File: src/rtl/updown_mod_counter.sv
// Up/down counter with a runtime modulus, parallel load and wrap/saturate/one-shot terminal modes.
// Optional build macro PRESCALE_EN inserts a PRESCALE-cycle prescaler ahead of each count step.
module updown_mod_counter #(
    parameter int WIDTH     = 8,
    parameter int RESET_VAL = 0,
    parameter int PRESCALE  = 4
) (
    input  logic             clk,
    input  logic             reset,
    input  logic             en,
    input  logic             up_dn,
    input  logic             load,
    input  logic [WIDTH-1:0] load_val,
    input  logic [WIDTH-1:0] max_val,
    input  logic [1:0]       mode,
    output logic [WIDTH-1:0] count,
    output logic             tc,
    output logic             done,
    output logic             zero
);

    typedef enum logic {RUN, EXPIRED} state_t;

    localparam logic [WIDTH-1:0] RST_VAL = WIDTH'(RESET_VAL);

    state_t           state;
    logic             step;
    logic [WIDTH-1:0] term;
    logic [WIDTH-1:0] load_clamped;
    logic [WIDTH-1:0] rst_clamped;

    assign term         = up_dn ? max_val : '0;
    assign load_clamped = (load_val > max_val) ? max_val : load_val;
    assign rst_clamped  = (RST_VAL > max_val) ? max_val : RST_VAL;
    assign zero         = (count == '0);

`ifdef PRESCALE_EN
    localparam int PS_W = (PRESCALE > 1) ? $clog2(PRESCALE) : 1;
    localparam logic [PS_W-1:0] PS_LAST = PS_W'(PRESCALE - 1);

    logic [PS_W-1:0] ps;

    assign step = en && (ps == PS_LAST);

    // Prescaler advances on every enabled cycle, even while expired.
    always_ff @(posedge clk) begin
        if (reset || load)
            ps <= '0;
        else if (en)
            ps <= (ps == PS_LAST) ? '0 : ps + PS_W'(1);
    end
`else
    // Without the prescaler every enabled cycle is a step.
    assign step = en && (PRESCALE >= 1);
`endif

    always_ff @(posedge clk) begin
        if (reset) begin
            count <= rst_clamped;
            tc    <= 1'b0;
            done  <= 1'b0;
            state <= RUN;
        end else if (load) begin
            count <= load_clamped;
            tc    <= 1'b0;
            done  <= 1'b0;
            state <= RUN;
        end else begin
            tc <= 1'b0;
            if (step && state == RUN) begin
                // A count left above a lowered max_val is pulled back without a terminal event.
                if (count > max_val) begin
                    count <= up_dn ? max_val : count - WIDTH'(1);
                end else if (count == term) begin
                    tc <= 1'b1;
                    case (mode)
                        2'b01: ;
                        2'b10: begin
                            done  <= 1'b1;
                            state <= EXPIRED;
                        end
                        default: count <= up_dn ? '0 : max_val;
                    endcase
                end else begin
                    count <= up_dn ? count + WIDTH'(1) : count - WIDTH'(1);
                end
            end
        end
    end

endmodule

File: config.mk
export PLATFORM = sky130hd
export DESIGN_NAME = updown_mod_counter
export DESIGN_NICKNAME = d
export VERILOG_FILES = /design/src/rtl/updown_mod_counter.sv
export SDC_FILE = /design/constraint.sdc
export NUM_CORES = 1
export LEC_CHECK = 0
export CELL_PAD_IN_SITES_DETAIL_PLACEMENT = 0
export CELL_PAD_IN_SITES_GLOBAL_PLACEMENT = 2
export CORE_AREA = 2 2 73 75
export DETAILED_ROUTE_END_ITERATION = 12
export DIE_AREA = 0 0 75 77
export PLACE_DENSITY = 0.94
export REMOVE_ABC_BUFFERS = 1
export SYNTH_ARGS = -nofsm -noshare
export SYNTH_HDL_FRONTEND = slang
export SYNTH_SLANG_ARGS = --single-unit
export TNS_END_PERCENT = 10
File: constraint.sdc
create_clock -name clk -period 5.2 [get_ports clk]
set_clock_uncertainty 0.15 [all_clocks]
set_input_delay 0.78 -clock clk [delete_from_list [all_inputs] [get_ports clk]]
set_output_delay 0.78 -clock clk [all_outputs]
set_load 0.01 [all_outputs]
# --- After elaboration in Yosys (flattened, before gate mapping) ---
# Index checks and enable logic that the tools add are counted.
classes:
  addsub: 2
  n_lt_le_gt_ge: 3
  n_eq_ne: 4
  muxes: 13
  bitwise: 3
  n_reduce_logical: 8
ops:
  columns: ["op", "n"]
  rows:
  - ["$mux 8", 12]
  - ["$gt 8x8->1", 2]
  - ["$add 8x1->8 const B", 1]
  - ["$eq 8x8->1", 1]
  - ["$gt 1x8->1 const A", 1]
  - ["$logic_not 8->1", 1]
  - ["$sub 8x1->8 const B", 1]
  - ["$ne 5x5->1 const B", 1]
  - ["$reduce_and 4->1", 1]
  - ["$reduce_or 2->1", 2]
  - ["$reduce_or 4->1", 1]
  - ["$not 1->1", 3]
  - ["$reduce_bool 3->1", 1]
  - ["$eq 2x1->1 const B", 1]
  - ["$eq 2x2->1 const B", 1]
  - ["$reduce_and 2->1", 1]
  - ["$logic_and 1x1->1", 1]
  - ["$mux 1", 1]
totals:
  regBits: 10
  inputBits: 23
  out_inout_bits: 11
  elab_cells: 36

# --- Logic depth before layout (Yosys ltp) ---
depth:
  depth_word: 8
  mapped_depth: 10
  ltp_nobuf: 9

# --- Worst setup path after synthesis ---
# No wires, ideal clock.
synth_path:
  kind: "input to register"
  from: "in max_val[1]"
  to: "reg count[2] (data pin)"
  setup_time_ns: 0.281
  t_arrival_ns: 2.410
  required_time_ns: 4.769
  setup_slack_ns: 2.360
  path_stages: 9
  path_buffers: 1
  cell_sequence: "inv_1 ha_1 nor2b_1 o21ai_0 nor4bb_1 o211ai_2 buf_2 a221oi_1 a221oi_1"
synth_via:
  elab_chain_cells: 7
  elab_cells_between_ends: 12
  cone_classes: "order compare (3); eq/ne (1); mux (8)"
synth_lines:
  columns: ["element", "line", "text"]
  rows:
  - ["from (decl)", "14", "input logic [WIDTH-1:0] max_val,"]
  - ["branches (longest 6 deep; another with $gt 8x8->1)", null, null]
  - ["$mux 8 (*)", "58", "if (reset) begin"]
  - ["to (signal assigned)", "59", "count <= rst_clamped;"]
  - ["to (signal assigned)", "64", "count <= load_clamped;"]
  - ["to (signal assigned)", "73", "count <= up_dn ? max_val : count - WIDTH'(1);"]
  - ["to (decl)", "16", "output logic [WIDTH-1:0] count,"]
# Mark *: on every way between the ends. The select of a mux whose other input is x is not followed.
# A chain may end at the register's enable or synchronous reset.

# --- Worst setup path after layout ---
layout_path:
  from: "in up_dn"
  to: "reg count[7] (data pin)"
layout_via:
  elab_chain_cells: 7
  elab_cells_between_ends: 11
  cone_classes: "eq/ne (1); mux (10)"
layout_lines:
  columns: ["element", "line", "text"]
  rows:
  - ["from (decl)", "11", "input logic up_dn,"]
  - ["$mux 8, on equally long branches", "32, 82", null]
  - ["$eq 8x8->1 or $mux 8 (tied branches)", "74, 76", null]
  - ["$mux 8", "74", "end else if (count == term) begin"]
  - ["$mux 8 (*)", "72", "if (count > max_val) begin"]
  - ["$mux 8 (*)", "70", "if (step && state == RUN) begin"]
  - ["$mux 8 (*)", "63", "end else if (load) begin"]
  - ["$mux 8 (*)", "58", null]
# Every way passes the cells marked *; elsewhere a longest branch is shown, timed or not. The select of a mux whose other input is x is not followed.

==> results.yml <==
layout:
  antenna_cells: 0
  multiInputGateArea_mm2: 0.00119
  layout.nets: 262
  syn2layout_area_growth_pct: 27.3
  n_fill_cell: 517
  seqCellArea_um2: 280
  final_cell_area_mm2: 0.00199
  drive_gt1_share_pct: 5.96
worst_setup_path:
  critical_path_class: "in2reg"
  worstSetupEndpointType: "flop"
  r2r_start: "count[2]"
  path_depth: 8
  cpLargestDelayFamily: "compound AO/OA/AOI/OAI gates"
  crit_slowest_cell: "clkdlybuf4s50_1"
  worstSetupStartpointType: "input pin"
  slowest_delay_ns: 0.73
  crit_required_ns: 5.09
  crit_fanout: 11
  crit_chain: "clkdlybuf4s50_1, inv_2, or4_1, a32oi_2, o211ai_2, o21ai_4, nand2_1, a221oi_1"
  reg2regPathDepth: 8
  r2r-end: "count[7]"
  path_buf_inv: 2
  r2r_slack_ns: 2.14
  arrival_ns: 3.57
worst_hold_path:
  whs_endpoint: "state"
  hold_start: "state"
  min_path_cells: 1
  min_path_type: "reg2reg"
global_routing:
  antenna_found_initial: 0
  grtUsageTotal_pct: 18.2
  grt_pass1_wl_um: 8250
  overflow: 0
  grt_pass1_vias: 1624
  grt_max_degree: 15
clock_network:
  numClockSinks: 10
  root_buffer: "clkbuf_8"
  path_clk_slew_ns: 0.05
  post_cts_resized: 0
  cts_hold_buf: 0
  insertion_delay_ns: 0.25
  clock_path_buffers: 2
  cts_tree: "built"
  post_cts_buffers: 0
  cts_buffers: 3
  h-tree-depth: 1
drt:
  wirelength_um: 4880
  antenna_left: 0
  wl_per_cell_um: 16.9
  drcViolationCount: 0
  via_count: 1566
  routed_via_density: 5.44
  drtPass1Iterations: 4
  drt_iter0_drc: 102
sta:
  max_freq_ghz: 0.272
  fin_tns_setup_ns: 0
  hold_violations: 0
  worst_slew_pin_slew_ns: 0.620
  finalCritPeriodShare_pct: 70.8
  slew_viol_final: 0
  setup_viol: 0
  slew_headroom_pct: 58.7
  finalCriticalPeriod_ns: 3.68
  rsz0062_at_grt: "no"
logic_synthesis:
  yosys_warnings: 0
  syn_avg_cell_area_um2: 8.28
  synth-async-reset-ratio_pct: 0
  ys_types: 49
  netlist_instances: 189
  ys_ff_latch: 10
  yosysSeqAreaShare_pct: 17.9
  synth_edf_count: 8
  synth_ff_type: "edfxtp_1"
  syn_area_mm2: 0.00156
die:
  initial_utilization_pct: 31.4
  die_y_um: 77
  rows: 26
  num_io_pins: 34
  die_area_mm2: 0.00578
  die_w_um: 75
  core_area_mm2: 0.00498
placed_design:
  gp_congestion: 0.839
  portBuffers: 33
  place_area_mm2: 0.00195
  dp_hpwl_um: 3730
power:
  peakVddDrop_mv: 0.0952
  p_leak_nw: 0.758
  cellPowerDensity_mw_per_mm2: 222
outcome:
  status: "complete, no violations"
job:
  maxCapViolCount: 0
[area by class of cell]
| cell class | count | area share [%] |
|---|---|---|
| clock buffer | 4 | 2.26 |
| inverter | 13 | 2.45 |
| multi-input combinational | 157 | 59.8 |
| sequential | 10 | 14.1 |
| tap | 70 | 4.40 |
| timing repair buffer | 34 | 17.0 |
[worst register-to-register path: cells and delay by family, from the launching register on]
| kind | cells | cell delay, ns |
|---|---|---|
| AO/OA/AOI/OAI | 4 | 1.06 |
| adder cells (fa/ha/maj) | 1 | 0.33 |
| flip-flops | 1 | 0.67 |
| AND/OR/NAND/NOR | 3 | 0.64 |
[state kept, by name, summed over array words and instances (netlist names)]
register	count
state	1
tc	1
count	8
[logic make-up (layout without fill, tap and decap cells)]
| family | Yosys count | in the layout | share of synthesized area, % |
|---|---|---|---|
| AO/OA/AOI/OAI | 44 | 44 | 22.3 |
| XOR/XNOR | 15 | 15 | 8.40 |
| adder cells (fa/ha/maj) | 20 | 20 | 16.0 |
| buffers and inverters | 22 | 51 | 5.92 |
| flip-flops | 10 | 10 | 17.9 |
| multiplexers | 8 | 8 | 5.20 |
| AND/OR/NAND/NOR | 70 | 70 | 24.2 |
[where the power goes]
group / leakage [nW] / internal, mW / switching [mW]
clock: 0.0228 / 0.0542 / 0.0367
combinational: 0.630 / 0.108 / 0.111
sequential: 0.105 / 0.0991 / 0.0322
total: 0.758 / 0.261 / 0.180
[worst max path at each step]
stage          startpoint  endpoint
6_report            up_dn  count[7]
2_1_floorplan  max_val[1]  count[1]
3_3_place_gp        up_dn  count[4]
4_1_cts        max_val[5]  count[7]
3_5_place_dp   max_val[5]  count[7]
5_1_grt        max_val[5]  count[7]
[Yosys cell counts (all sizes together), types with 3 or more instances]
master,number,area (um^2)
a21oi,6,33.8
a221oi,9,91.3
buf,8,40.0
edfxtp,8,240
ha,20,250
inv,13,48.8
mux2i,7,70.1
nand2,18,67.6
nand3,8,40.0
nand4,10,62.6
nor2,13,48.8
nor2b,5,31.3
nor4bb,3,30.0
o21ai,10,61.3
xnor2,12,105
xor2,3,26.3
[cell usage in the layout (no fill, tap or decap), drive strengths merged, types with 2 or more instances in the layout]
| cell type | synthesis | final |
|---|---|---|
| a21boi | 2 | 2 |
| a21oi | 6 | 6 |
| a221oi | 9 | 9 |
| a22oi | 2 | 2 |
| a31oi | 2 | 2 |
| a32oi | 2 | 2 |
| and3 | 2 | 2 |
| clkbuf | 1 | 4 |
| clkdlybuf4s50 | 0 | 33 |
| dfxtp | 2 | 2 |
| edfxtp | 8 | 8 |
| ha | 20 | 20 |
| inv | 13 | 13 |
| mux2i | 7 | 7 |
| nand2 | 18 | 18 |
| nand3 | 8 | 8 |
| nand4 | 10 | 10 |
| nor2 | 13 | 13 |
| nor2b | 5 | 5 |
| nor3 | 2 | 2 |
| nor4 | 2 | 2 |
| nor4bb | 3 | 3 |
| o21a | 2 | 2 |
| o21ai | 10 | 10 |
| xnor2 | 12 | 12 |
| xor2 | 3 | 3 |
[per-stage QoR]
stage / utilization (%) / total power [mW] / worst slack, ns / hold WS (ns) / instances
after global placement: 39.1 / 0.350 / 1.38 / 0.340 / 284
final: 40.0 / 0.441 / 1.52 / 0.352 / 288
after detailed placement: 39.1 / 0.349 / 1.32 / 0.341 / 284
after CTS: 40.0 / 0.442 / 1.55 / 0.360 / 288
after global routing: 40.0 / 0.474 / 1.30 / 0.397 / 288
after floorplan: - / 0.260 / 2.35 / 0.380 / 180
[layer usage]
layer / track usage (%) / wire, um
met2: 28.2 / 2200
met5: 0 / 0
met4: 3.57 / 36
met1: 26.6 / 2230
met3: 2.50 / 412
Power figures use the tool's default switching activity.
